**src/rtl/resource_arb_pkg.sv**
```systemverilog
// Shared defaults and helpers for the round-robin resource arbiter.
package resource_arb_pkg;
  localparam int MAX_REQ     = 8;
  localparam int NUM_REQ_DEF = 4;
  localparam int DATA_W_DEF  = 32;
  localparam int RES_LAT_DEF = 2;
  localparam int TAG_W_DEF   = $clog2(NUM_REQ_DEF);

  function automatic logic [MAX_REQ-1:0] onehot(input logic [2:0] idx);
    onehot = '0;
    onehot[idx] = 1'b1;
  endfunction
endpackage

```
**src/rtl/rr_picker.sv**
```systemverilog
// Combinational round-robin scan: first eligible index at or after ptr, wrapping.
module rr_picker
  import resource_arb_pkg::*;
#(
  parameter int NUM_REQ = NUM_REQ_DEF,
  parameter int TAG_W   = TAG_W_DEF
) (
  input  logic [NUM_REQ-1:0] elig,
  input  logic [TAG_W-1:0]   ptr,
  output logic               found,
  output logic [TAG_W-1:0]   win_idx,
  output logic [NUM_REQ-1:0] win_oh
);
  int               j;
  logic [TAG_W-1:0] idx;

  always_comb begin
    found   = 1'b0;
    win_idx = '0;
    j       = 0;
    idx     = '0;
    for (int k = 0; k < NUM_REQ; k++) begin
      // explicit wrap so non-power-of-2 requester counts stay in range
      j = int'(ptr) + k;
      if (j >= NUM_REQ) j = j - NUM_REQ;
      idx = TAG_W'(j);
      if (!found && elig[idx]) begin
        found   = 1'b1;
        win_idx = idx;
      end
    end
    win_oh = found ? NUM_REQ'(onehot(3'(win_idx))) : '0;
  end
endmodule

```
**src/rtl/resource_arbiter.sv**
```systemverilog
// Round-robin arbiter in front of a fixed-latency shared resource; results are
// routed back to the issuing requester through a tag shift register.
module resource_arbiter
  import resource_arb_pkg::*;
#(
  parameter int NUM_REQ = NUM_REQ_DEF,
  parameter int DATA_W  = DATA_W_DEF,
  parameter int RES_LAT = RES_LAT_DEF
) (
  input  logic                      clk,
  input  logic                      reset,
  input  logic [NUM_REQ-1:0]        req,
  input  logic [NUM_REQ*DATA_W-1:0] req_data,
  output logic [NUM_REQ-1:0]        grant,
  output logic [DATA_W-1:0]         res_in,
  output logic                      res_in_valid,
  input  logic [DATA_W-1:0]         res_out,
  output logic [DATA_W-1:0]         rsp_data,
  output logic [NUM_REQ-1:0]        rsp_valid
);
  localparam int TAG_W = $clog2(NUM_REQ);

  logic [TAG_W-1:0]             ptr, win_idx, res_tag;
  logic                         found;
  logic [NUM_REQ-1:0]           elig, win_oh, tail_oh;
  logic [RES_LAT:1]             vld_pipe;
  logic [RES_LAT:1][TAG_W-1:0]  tag_pipe;

  // a requester granted this cycle is masked so a held req can't win twice in a row
  assign elig    = req & ~grant;
  assign tail_oh = NUM_REQ'(onehot(3'(tag_pipe[RES_LAT])));

  rr_picker #(.NUM_REQ(NUM_REQ), .TAG_W(TAG_W)) u_pick (
    .elig    (elig),
    .ptr     (ptr),
    .found   (found),
    .win_idx (win_idx),
    .win_oh  (win_oh)
  );

  always_ff @(posedge clk or negedge reset) begin
    if (!reset) begin
      grant        <= '0;
      res_in       <= '0;
      res_in_valid <= 1'b0;
      res_tag      <= '0;
      ptr          <= '0;
      vld_pipe     <= '0;
      tag_pipe     <= '0;
      rsp_data     <= '0;
      rsp_valid    <= '0;
    end else begin
      if (found) begin
        grant        <= win_oh;
        res_in       <= req_data[win_idx*DATA_W +: DATA_W];
        res_in_valid <= 1'b1;
        res_tag      <= win_idx;
        ptr          <= (win_idx == TAG_W'(NUM_REQ-1)) ? '0 : win_idx + 1'b1;
      end else begin
        grant        <= '0;
        res_in_valid <= 1'b0;
      end
      // stage 1 lines up with the cycle after res_in_valid; tail lines up with res_out
      vld_pipe[1] <= res_in_valid;
      tag_pipe[1] <= res_tag;
      for (int s = 2; s <= RES_LAT; s++) begin
        vld_pipe[s] <= vld_pipe[s-1];
        tag_pipe[s] <= tag_pipe[s-1];
      end
      if (vld_pipe[RES_LAT]) begin
        rsp_data  <= res_out;
        rsp_valid <= tail_oh;
      end else begin
        rsp_valid <= '0;
      end
    end
  end
endmodule

```
**config.mk**
```make
export PLATFORM = sky130hd
export DESIGN_NAME = resource_arbiter
export DESIGN_NICKNAME = d
export VERILOG_FILES = /design/src/rtl/resource_arb_pkg.sv /design/src/rtl/rr_picker.sv /design/src/rtl/resource_arbiter.sv
export SDC_FILE = /design/constraint.sdc
export NUM_CORES = 1
export LEC_CHECK = 0
export BUFFER_PORTS_ARGS = -buffer_cell sky130_fd_sc_hd__buf_2
export CAP_MARGIN = 20
export CORE_MARGIN = 2
export CORE_UTILIZATION = 45
export CTS_CLUSTER_SIZE = 28
export DETAILED_ROUTE_END_ITERATION = 7
export GPL_TIMING_DRIVEN = 0
export PLACE_DENSITY = 0.88
export SYNTH_ARGS = -nofsm -noshare
export SYNTH_HDL_FRONTEND = slang
export SYNTH_SLANG_ARGS = --single-unit
```
**constraint.sdc**
```tcl
create_clock -name clk -period 2.3 [get_ports clk]
set_input_delay 0.46 -clock clk [delete_from_list [all_inputs] [get_ports clk]]
set_output_delay 0.46 -clock clk [all_outputs]
set_load 0.1 [all_outputs]
```
==> impl_metrics.py, run 1 <==
metrics = {
    "outcome": {
        "status": "finished clean",
    },
    "synthesis": {
        "synth_cells": 390,
        "yosysUniqueCellTypes": 40,
        "synth-compound-area-share_pct": 21.9,
        "yosys_warnings": 0,
        "synth.most_common_cell": "dfrtp_1",
        "syn_nets": 556,
        "synth_mux_area_share_pct": 13.1,
        "synth_common_cells": "dfrtp_1, nor2_1, a211oi_2, and3_1, mux2_2",
        "yosysSeqAreaShare_pct": 47.9,
        "async_flop_share_pct": 100,
        "synth_top_family_by_area": "compound AO/OA/AOI/OAI gates",
        "syn_area_um2": 4340,
        "synth.top_cell.area_share_pct": 47.9,
        "yosys.area_share.adder_pct": 0,
        "synth_flop_cell": "dfrtp_1",
        "ys_ff_latch": 83,
        "synth_area_leader_cell": "dfrtp_1",
        "syn_avg_cell_area_um2": 11.1,
        "netlist_top_cells_area": "dfrtp_1, a211oi_2, mux2_2, and3_1, mux2i_1",
        "synthSimpleGateAreaFrac_pct": 12.8,
        "yosys.area_share.xor_xnor_pct": 0,
        "synth_edf_count": 0,
    },
    "layout": {
        "diodes": 0,
        "nNetsFinal": 806,
        "drive_gt1_share_pct": 52.9,
        "n_fill_cell": 787,
        "multi_input_area_um2": 2080,
        "regArea_um2": 2080,
        "area_growth_pct": 37.2,
    },
    "sta": {
        "clock_skew_ns": 0.0128,
        "fin_crit_ns": 2.15,
        "hold_violations": 0,
        "fmax_ghz": 0.465,
        "setup_viol": 0,
        "worst_slew_pin_slew_ns": 0.541,
        "maxSlewHeadroom_pct": 63.4,
        "drv_slew": 0,
        "rsz0062_at_grt": "no",
        "fin_crit_sh_pct": 93.6,
        "fin_tns_setup_ns": 0,
    },
    "placed_design": {
        "routabilityCongestion": 0.926,
        "hpwl_um": 10400,
        "portBuffers": 238,
    },
    "power": {
        "seqPwrFrac_pct": 22.0,
        "power_leakage_nw": 2.98,
        "clockPowerShare_pct": 11.8,
        "pwr-share-comb_pct": 66.2,
        "switching_power_mw": 6.17,
        "ir_worst_vdd_mv": 1.51,
        "power_mw": 10.4,
        "swShare_pct": 59.4,
        "power_density_nw_per_um2": 1740,
        "intPower_mw": 4.22,
    },
    "cts": {
        "post_cts_buffers": 0,
        "post_cts_resized": 0,
        "cts_hold_buf": 0,
        "cts_buffers": 9,
        "htree_levels": 3,
        "clk_root_buffer_cell": "clkbuf_8",
        "cts_tree": "built",
        "worstSkewPairLatency_ns": 0.35,
        "clockBufferDepth": 2,
        "cts.sinks": 83,
        "clk_pin_slew_ns": 0.10,
    },
    "floorplan": {
        "initial_core_util_pct": 46.8,
        "rows": 35,
        "ioPinCount": 239,
        "coreArea_um2": 9280,
        "die_area_um2": 10400,
        "dieHeight_um": 102,
        "die_w_um": 102,
    },
    "grt": {
        "grt_antenna_before_repair": 0,
        "track_usage_pct": 25.2,
        "grt_max_degree": 54,
        "grt_pass1_vias": 4206,
        "grt_pass1_wl_um": 20300,
        "overflow": 0,
    },
    "flow_run": {
        "cap_violations": 0,
    },
    "detailed_routing": {
        "wl_per_cell_um": 16.9,
        "drt_iter0_markers": 153,
        "vias": 4136,
        "drcViolationCount": 0,
        "avgViaCountPerCell": 5.34,
        "ant_nets": 0,
        "drt_pass1_iterations": 5,
        "drt_wl_total_um": 13100,
    },
    "setup_path": {
        "path_class": "flop to flop",
        "worst_setup_path_end_kind": "flop",
        "crit_required_ns": 2.53,
        "r2r_cells": 7,
        "path_max_fanout": 10,
        "rr_startpoint": "grant[3]$_DFF_PN0_",
        "reg2reg_slack_ns": 0.15,
        "cp-start-kind": "flop",
        "arrival_ns": 2.38,
        "r2r-end": "res_in[24]$_DFFE_PN0P_",
    },
    "hold_path": {
        "hold_path.class": "input port to async pin",
    },
}
-- worst max-delay path by stage --
stage	from	end	slack, ns
floorplan	grant[1]$_DFF_PN0_	res_in[14]$_DFFE_PN0P_	0.13
global placement	reset	grant[2]$_DFF_PN0_	0.02
detailed placement	req[0]	res_in[24]$_DFFE_PN0P_	0.08
CTS	grant[3]$_DFF_PN0_	res_in[24]$_DFFE_PN0P_	0.16
global route	grant[3]$_DFF_PN0_	res_in[24]$_DFFE_PN0P_	0.006
finish	grant[3]$_DFF_PN0_	res_in[24]$_DFFE_PN0P_	0.15
-- area by class of cell --
| class | instances | share of cell area (%) |
|---|---|---|
| well taps | 129 | 2.71 |
| plain buffers | 34 | 3.02 |
| clock inverters | 7 | 1.79 |
| clock buffers | 9 | 2.08 |
| inverters | 2 | 0.126 |
| repair buffers | 239 | 20.5 |
| multi-input cells | 271 | 34.8 |
| flip-flops and latches | 83 | 34.9 |
-- sequential cells by signal, indices dropped and copies added, names as in the netlist --
| name | flops |
|---|---|
| grant | 4 |
| ptr | 2 |
| res_in | 32 |
| res_in_valid | 1 |
| res_tag | 2 |
| rsp_data | 32 |
| rsp_valid | 4 |
| tag_pipe | 4 |
| vld_pipe | 2 |
-- kinds of logic after synthesis --
| logic type | after synthesis |
|---|---|
| AND/OR/NAND/NOR | 105 |
| flip-flops | 83 |
| multiplexers | 53 |
| AO/OA/AOI/OAI | 113 |
| buffers and inverters | 36 |
-- metal layers --
metal | track usage [%] | part of all wire [%]
met4 | 9.44 | 2.3
met3 | 3.90 | 5.7
met2 | 43.3 | 51
met1 | 32.1 | 41
met5 | 0 | 0
-- metrics by stage --
stage	utilization [%]	area [µm²]	std cells	hold WS, ns	worst slack [ns]
3_3_place_gp	61.4	5700	757	0.333	0.0161
2_1_floorplan	-	4340	390	0.164	0.126
3_5_place_dp	61.7	5730	758	0.342	0.0762
4_1_cts	64.2	5960	774	0.0532	0.162
5_1_grt	64.2	5960	774	0.0668	0.00602
6_report	64.2	5960	774	0.0478	0.148
-- worst max-delay path: stages (launching register included) --
cell and delay (ns):
dfrtp_2 0.43, nand2b_1 0.14, buf_2 0.16, a211oi_4 0.48
clkbuf_1 0.40, a21boi_1 0.13, o21ai_1 0.20, a21oi_1 0.09
-- placed cells by master, fill, tap and decap left out, types with 2 or more instances in the layout --
cell         n
o21ai_0     14
dfrtp_2      3
nand2_1     16
clkbuf_1    20
nand2b_1     4
o21a_1       2
buf_4        3
a211oi_1     9
a21boi_1    10
o21ai_1     11
bufinv_16    2
a32oi_1     11
and2_1       2
and3_1      34
mux2i_1     21
nor2_1      35
nor2b_1      5
nor3b_1      2
clkbuf_8     9
buf_2      245
inv_1        2
inv_6        4
dfrtp_1     80
mux2_2      32
a21oi_1     15
a211oi_2    34
-- power by group through the flow --
stage | Clock, mW | Sequential, mW | Combinational [mW]
3_3_place_gp | 0 | 2.28 | 6.75
2_1_floorplan | 0 | 5.59 | 2.26
4_1_cts | 1.25 | 2.29 | 6.87
5_1_grt | 1.32 | 2.35 | 7.18
6_report | 1.23 | 2.29 | 6.87
3_5_place_dp | 0 | 2.31 | 6.86
Power figures use the tool's default switching activity.
==> run 2, diff against run 1 <==
--- a/config.mk
+++ b/config.mk
@@ -13,6 +13,7 @@
 export DETAILED_ROUTE_END_ITERATION = 7
 export GPL_TIMING_DRIVEN = 0
 export PLACE_DENSITY = 0.88
+export REMOVE_ABC_BUFFERS = 1
 export SYNTH_ARGS = -nofsm -noshare
 export SYNTH_HDL_FRONTEND = slang
 export SYNTH_SLANG_ARGS = --single-unit
==> impl_metrics.py, run 2 (synthesis results as in run 1) <==
metrics = {
    "setup_path": {
        "r2r_cells": 7,
        "r2r-end": "res_in[6]$_DFFE_PN0P_",
        "worstSetupStartpoint": "grant[3]$_DFF_PN0_",
        "arrival_ns": 2.40,
        "cp-start-kind": "flop",
        "path_max_fanout": 32,
        "reg2reg_slack_ns": 0.15,
        "worst_setup_path_end_kind": "flop",
        "rr_startpoint": "grant[3]$_DFF_PN0_",
        "crit_required_ns": 2.55,
        "path_class": "flop to flop",
    },
    "detailed_routing": {
        "drcViolationCount": 0,
        "drt_wl_total_um": 12700,
        "wl_per_cell_um": 16.9,
        "drt_iter0_markers": 120,
        "ant_nets": 0,
        "avgViaCountPerCell": 5.33,
        "vias": 4005,
        "drt_pass1_iterations": 4,
    },
    "sta": {
        "fin_crit_ns": 2.15,
        "worst_slew_pin_slew_ns": 0.983,
        "fin_tns_setup_ns": 0,
        "maxSlewHeadroom_pct": 34.4,
        "hold_violations": 0,
        "clock_skew_ns": 0.0138,
        "fin_ws_ns": 0.153,
        "fmax_ghz": 0.466,
        "drv_slew": 0,
        "fin_crit_sh_pct": 93.3,
        "setup_viol": 0,
    },
    "floorplan": {
        "coreArea_um2": 9280,
        "die_area_um2": 10400,
        "dieHeight_um": 102,
        "ioPinCount": 239,
        "rows": 35,
        "initial_core_util_pct": 46.8,
        "die_w_um": 102,
    },
    "grt": {
        "track_usage_pct": 23.7,
        "grt_pass1_wl_um": 19300,
        "grt_pass1_vias": 4003,
        "grt_antenna_before_repair": 0,
        "grt_max_degree": 57,
        "overflow": 0,
    },
    "placed_design": {
        "dp.cells": 730,
        "place_worst_setup_slack_ns": -0.880,
        "portBuffers": 238,
        "routabilityCongestion": 0.828,
        "hpwl_um": 9680,
        "place_area_um2": 5700,
    },
    "layout": {
        "n_fill_cell": 725,
        "final_cell_mix": "buf_2, dfrtp_1, nor2_1",
        "reg_top3": "res_in x32, rsp_data x32",
        "diodes": 0,
        "nNetsFinal": 783,
        "stdcell_area_um2": 5960,
        "drive_gt1_share_pct": 54.8,
        "finalNonFillerCells": 751,
        "area_growth_pct": 37.3,
        "layout_commonest_cell": "buf_2",
        "fin_util_pct": 64.2,
    },
    "cts": {
        "worstSkewPairLatency_ns": 0.35,
        "clockBufferDepth": 2,
        "cts.sinks": 83,
        "clk_pin_slew_ns": 0.10,
        "cts_tree": "built",
        "cts_buffers": 9,
        "cts_hold_buf": 0,
        "clk_root_buffer_cell": "clkbuf_8",
        "htree_levels": 3,
    },
    "outcome": {
        "status": "finished clean",
    },
    "power": {
        "ir_worst_vdd_mv": 0.992,
        "power_density_nw_per_um2": 1720,
        "power_leakage_nw": 2.98,
    },
    "hold_path": {
        "hold_path.class": "input port to async pin",
    },
    "flow_run": {
        "cap_violations": 0,
    },
}
==> run 2: layout make-up <==
type                       count  area (µm²)  share of cell area, %
sequential                    83        2080                   34.9
timing repair buffer         250        1400                   23.5
tap                          129         161                   2.71
inverter                       2        7.51                  0.126
multi-input combinational    271        2120                   35.5
clock inverter                 6        57.6                  0.966
clock buffer                  10         138                   2.31
==> run 2: report_power, final <==
| part | switching [mW] | total (mW) | internal (mW) |
|---|---|---|---|
| Combinational | 5.22 | 6.86 | 1.64 |
| Sequential | 0.376 | 2.38 | 2.00 |
| Clock | 0.575 | 1.02 | 0.447 |
==> run 2: per-layer routing <==
metal | up-vias | wire length, µm | track usage (%)
li1 | 1890 | - | -
met1 | 1880 | 5040 | 29.1
met2 | 214 | 6400 | 41.7
met3 | 21 | 1020 | 4.86
met4 | 0 | 248 | 7.79
met5 | - | 0 | 0
==> run 2: stage by stage <==
| step | hold WS [ns] | power, mW |
|---|---|---|
| finish | 0.0148 | 10.3 |
| floorplan | 0.164 | 7.62 |
| CTS | 0.0200 | 10.2 |
| detailed placement | 0.337 | 9.16 |
| global route | 0.0238 | 10.7 |
| global placement | 0.334 | 8.79 |
==> run 2: repair_timing <==
action / 4_1_cts / 5_1_grt
pin swaps: 2 / 1
setup buffers: 2 / 2
endpoints found under the setup margin: 26 / 27
resized for setup: 3 / 4
==> run 2: worst max-delay path by stage <==
| stage | end | depth (start not counted) |
|---|---|---|
| after CTS | res_in[6]$_DFFE_PN0P_ | 5 |
| final | res_in[6]$_DFFE_PN0P_ | 7 |
| after global placement | res_in[4]$_DFFE_PN0P_ | 5 |
| after floorplan | res_in[2]$_DFFE_PN0P_ | 5 |
| after detailed placement | res_in[6]$_DFFE_PN0P_ | 7 |
| after global routing | res_in[6]$_DFFE_PN0P_ | 7 |
==> run 2: critical path, cell delays in order, from the launching register on <==
cell and delay [ns]:
dfrtp_1 0.40, nand2b_1 0.30, a211oi_4 0.44, buf_4 0.28, buf_16 0.18, and3_1 0.18
a211oi_1 0.06, a211oi_1 0.19
==> run 3, diff against run 2 <==
--- a/config.mk
+++ b/config.mk
@@ -7,6 +7,7 @@
 export LEC_CHECK = 0
 export BUFFER_PORTS_ARGS = -buffer_cell sky130_fd_sc_hd__buf_2
 export CAP_MARGIN = 20
+export CORE_ASPECT_RATIO = 1.25
 export CORE_MARGIN = 2
 export CORE_UTILIZATION = 45
 export CTS_CLUSTER_SIZE = 28
==> impl_metrics.py, run 3 (synthesis results as in run 1) <==
metrics = {
    "sta": {
        "setup_viol": 0,
        "worst_slew_pin_slew_ns": 0.884,
        "fin_crit_sh_pct": 94.8,
        "drv_slew": 0,
        "hold_violations": 0,
        "fin_crit_ns": 2.18,
        "fmax_ghz": 0.458,
        "clock_skew_ns": 0.00411,
        "fin_tns_setup_ns": 0,
        "maxSlewHeadroom_pct": 41.0,
        "rsz0062_at_grt": "no",
        "hold_ws_ns": 0.0861,
    },
    "grt": {
        "overflow": 0,
        "grt_pass1_wl_um": 19900,
        "grt_max_degree": 50,
        "grt_pass1_vias": 4190,
        "grt_use_met2_pct": 46.0,
        "track_usage_pct": 24.2,
        "met3_usage_pct": 4.10,
        "use_met1_pct": 26.6,
        "grt_busiest_layer": "met2",
        "grt_antenna_before_repair": 0,
    },
    "cts": {
        "cts.sinks": 83,
        "htree_levels": 3,
        "cts_tree": "built",
        "clk_pin_slew_ns": 0.06,
        "cts_hold_buf": 0,
        "clockBufferDepth": 2,
        "clk_root_buffer_cell": "clkbuf_16",
        "cts_buffers": 9,
        "worstSkewPairLatency_ns": 0.33,
    },
    "layout": {
        "diodes": 0,
        "drive_gt1_share_pct": 55.4,
        "layout_commonest_cell": "buf_2",
        "finalNonFillerCells": 751,
        "reg_top3": "res_in x32, rsp_data x32",
        "n_fill_cell": 758,
        "nNetsFinal": 786,
        "final_cell_mix": "buf_2, dfrtp_1, nor2_1",
        "area_growth_pct": 41.4,
        "stdcell_area_um2": 6140,
    },
    "setup_path": {
        "path_max_fanout": 21,
        "worst_setup_path_end_kind": "flop",
        "slowest_delay_ns": 0.49,
        "path_buf_inv": 1,
        "r2r_cells": 6,
        "arrival_ns": 2.41,
        "worstSetupStartpoint": "grant[2]$_DFF_PN0_",
        "path_cells": "nand2b_1, nor3_2, o22ai_4, buf_16, and2_4, a211oi_1",
        "rr_startpoint": "grant[2]$_DFF_PN0_",
        "r2r-end": "res_in[4]$_DFFE_PN0P_",
        "path_depth": 6,
        "path_class": "flop to flop",
        "cp_top_family": "simple AND/OR/NAND/NOR gates",
        "cp_slowest_cell": "nor3_2",
        "reg2reg_slack_ns": 0.12,
        "cp-start-kind": "flop",
        "crit_required_ns": 2.53,
        "endpoint": "res_in[4]$_DFFE_PN0P_",
    },
    "power": {
        "power_leakage_nw": 3.06,
        "power_density_nw_per_um2": 1770,
        "ir_worst_vdd_mv": 0.954,
    },
    "outcome": {
        "status": "finished clean",
    },
    "detailed_routing": {
        "drt_wl_total_um": 12800,
        "drt_pass1_iterations": 4,
        "avgViaCountPerCell": 5.52,
        "drcViolationCount": 0,
        "vias": 4146,
        "drt_iter0_markers": 194,
        "wl_per_cell_um": 17.0,
        "ant_nets": 0,
    },
    "flow_run": {
        "cap_violations": 0,
    },
    "placed_design": {
        "place_area_um2": 5710,
        "hpwl_um": 9450,
        "routabilityCongestion": 0.830,
        "dp.cells": 728,
        "portBuffers": 238,
    },
    "hold_path": {
        "hold_path.class": "input port to async pin",
    },
    "floorplan": {
        "dieHeight_um": 114,
        "ioPinCount": 239,
        "die_w_um": 91.8,
        "initial_core_util_pct": 45.6,
        "rows": 40,
        "die_area_um2": 10500,
        "coreArea_um2": 9510,
    },
}
## run 3: how the worst min path moves through the flow
stage | from | end | slack [ns] | depth (start not counted)
global route | reset | vld_pipe[2]$_DFF_PN0_ | 0.11 | 1
detailed placement | vld_pipe[1]$_DFF_PN0_ | vld_pipe[2]$_DFF_PN0_ | 0.34 | 0
floorplan | reset | grant[0]$_DFF_PN0_ | 0.16 | 0
finish | reset | rsp_data[15]$_DFFE_PN0P_ | 0.09 | 1
global placement | tag_pipe[1]$_DFF_PN0_ | tag_pipe[3]$_DFF_PN0_ | 0.33 | 0
CTS | reset | grant[2]$_DFF_PN0_ | 0.1 | 1
## run 3: through the flow
stage                     power, mW  setup slack (ns)  util [%]
after global placement         8.76             -1.67      57.9
after global routing           11.3           0.00197      64.5
after detailed placement       9.14            -0.948      60.0
final                          10.8             0.119      64.5
after CTS                      10.8            0.0794      64.2
after floorplan                7.62             -1.21         -
## run 3: what timing repair did
action                     CTS  global route
gates cloned                 1             0
setup endpoints to repair   36            10
pin swaps                    4             0
setup buffers                6             0
gates resized for setup      7             6
## run 3: power by group
part           leakage, nW  total, mW  internal, mW  switching (mW)
registers            0.972       2.39          2.01           0.383
clock network        0.157       1.53         0.981           0.545
logic                 1.93       6.93          1.68            5.25
total                 3.06       10.8          4.67            6.18
## run 3: final cells by class
cell class | instances | area [µm²] | share of cell area [%]
multi-input cells | 272 | 2150 | 35.1
flip-flops and latches | 83 | 2080 | 33.9
repair buffers | 252 | 1420 | 23.1
clock buffers | 12 | 246 | 4.02
well taps | 126 | 158 | 2.57
clock inverters | 4 | 73.8 | 1.20
inverters | 2 | 7.51 | 0.122
## run 3: per-layer routing
metal	routed length (µm)	vias to the layer above
met5	0	-
met1	4830	2005
met2	6840	222
met3	899	25
li1	-	1894
met4	223	0
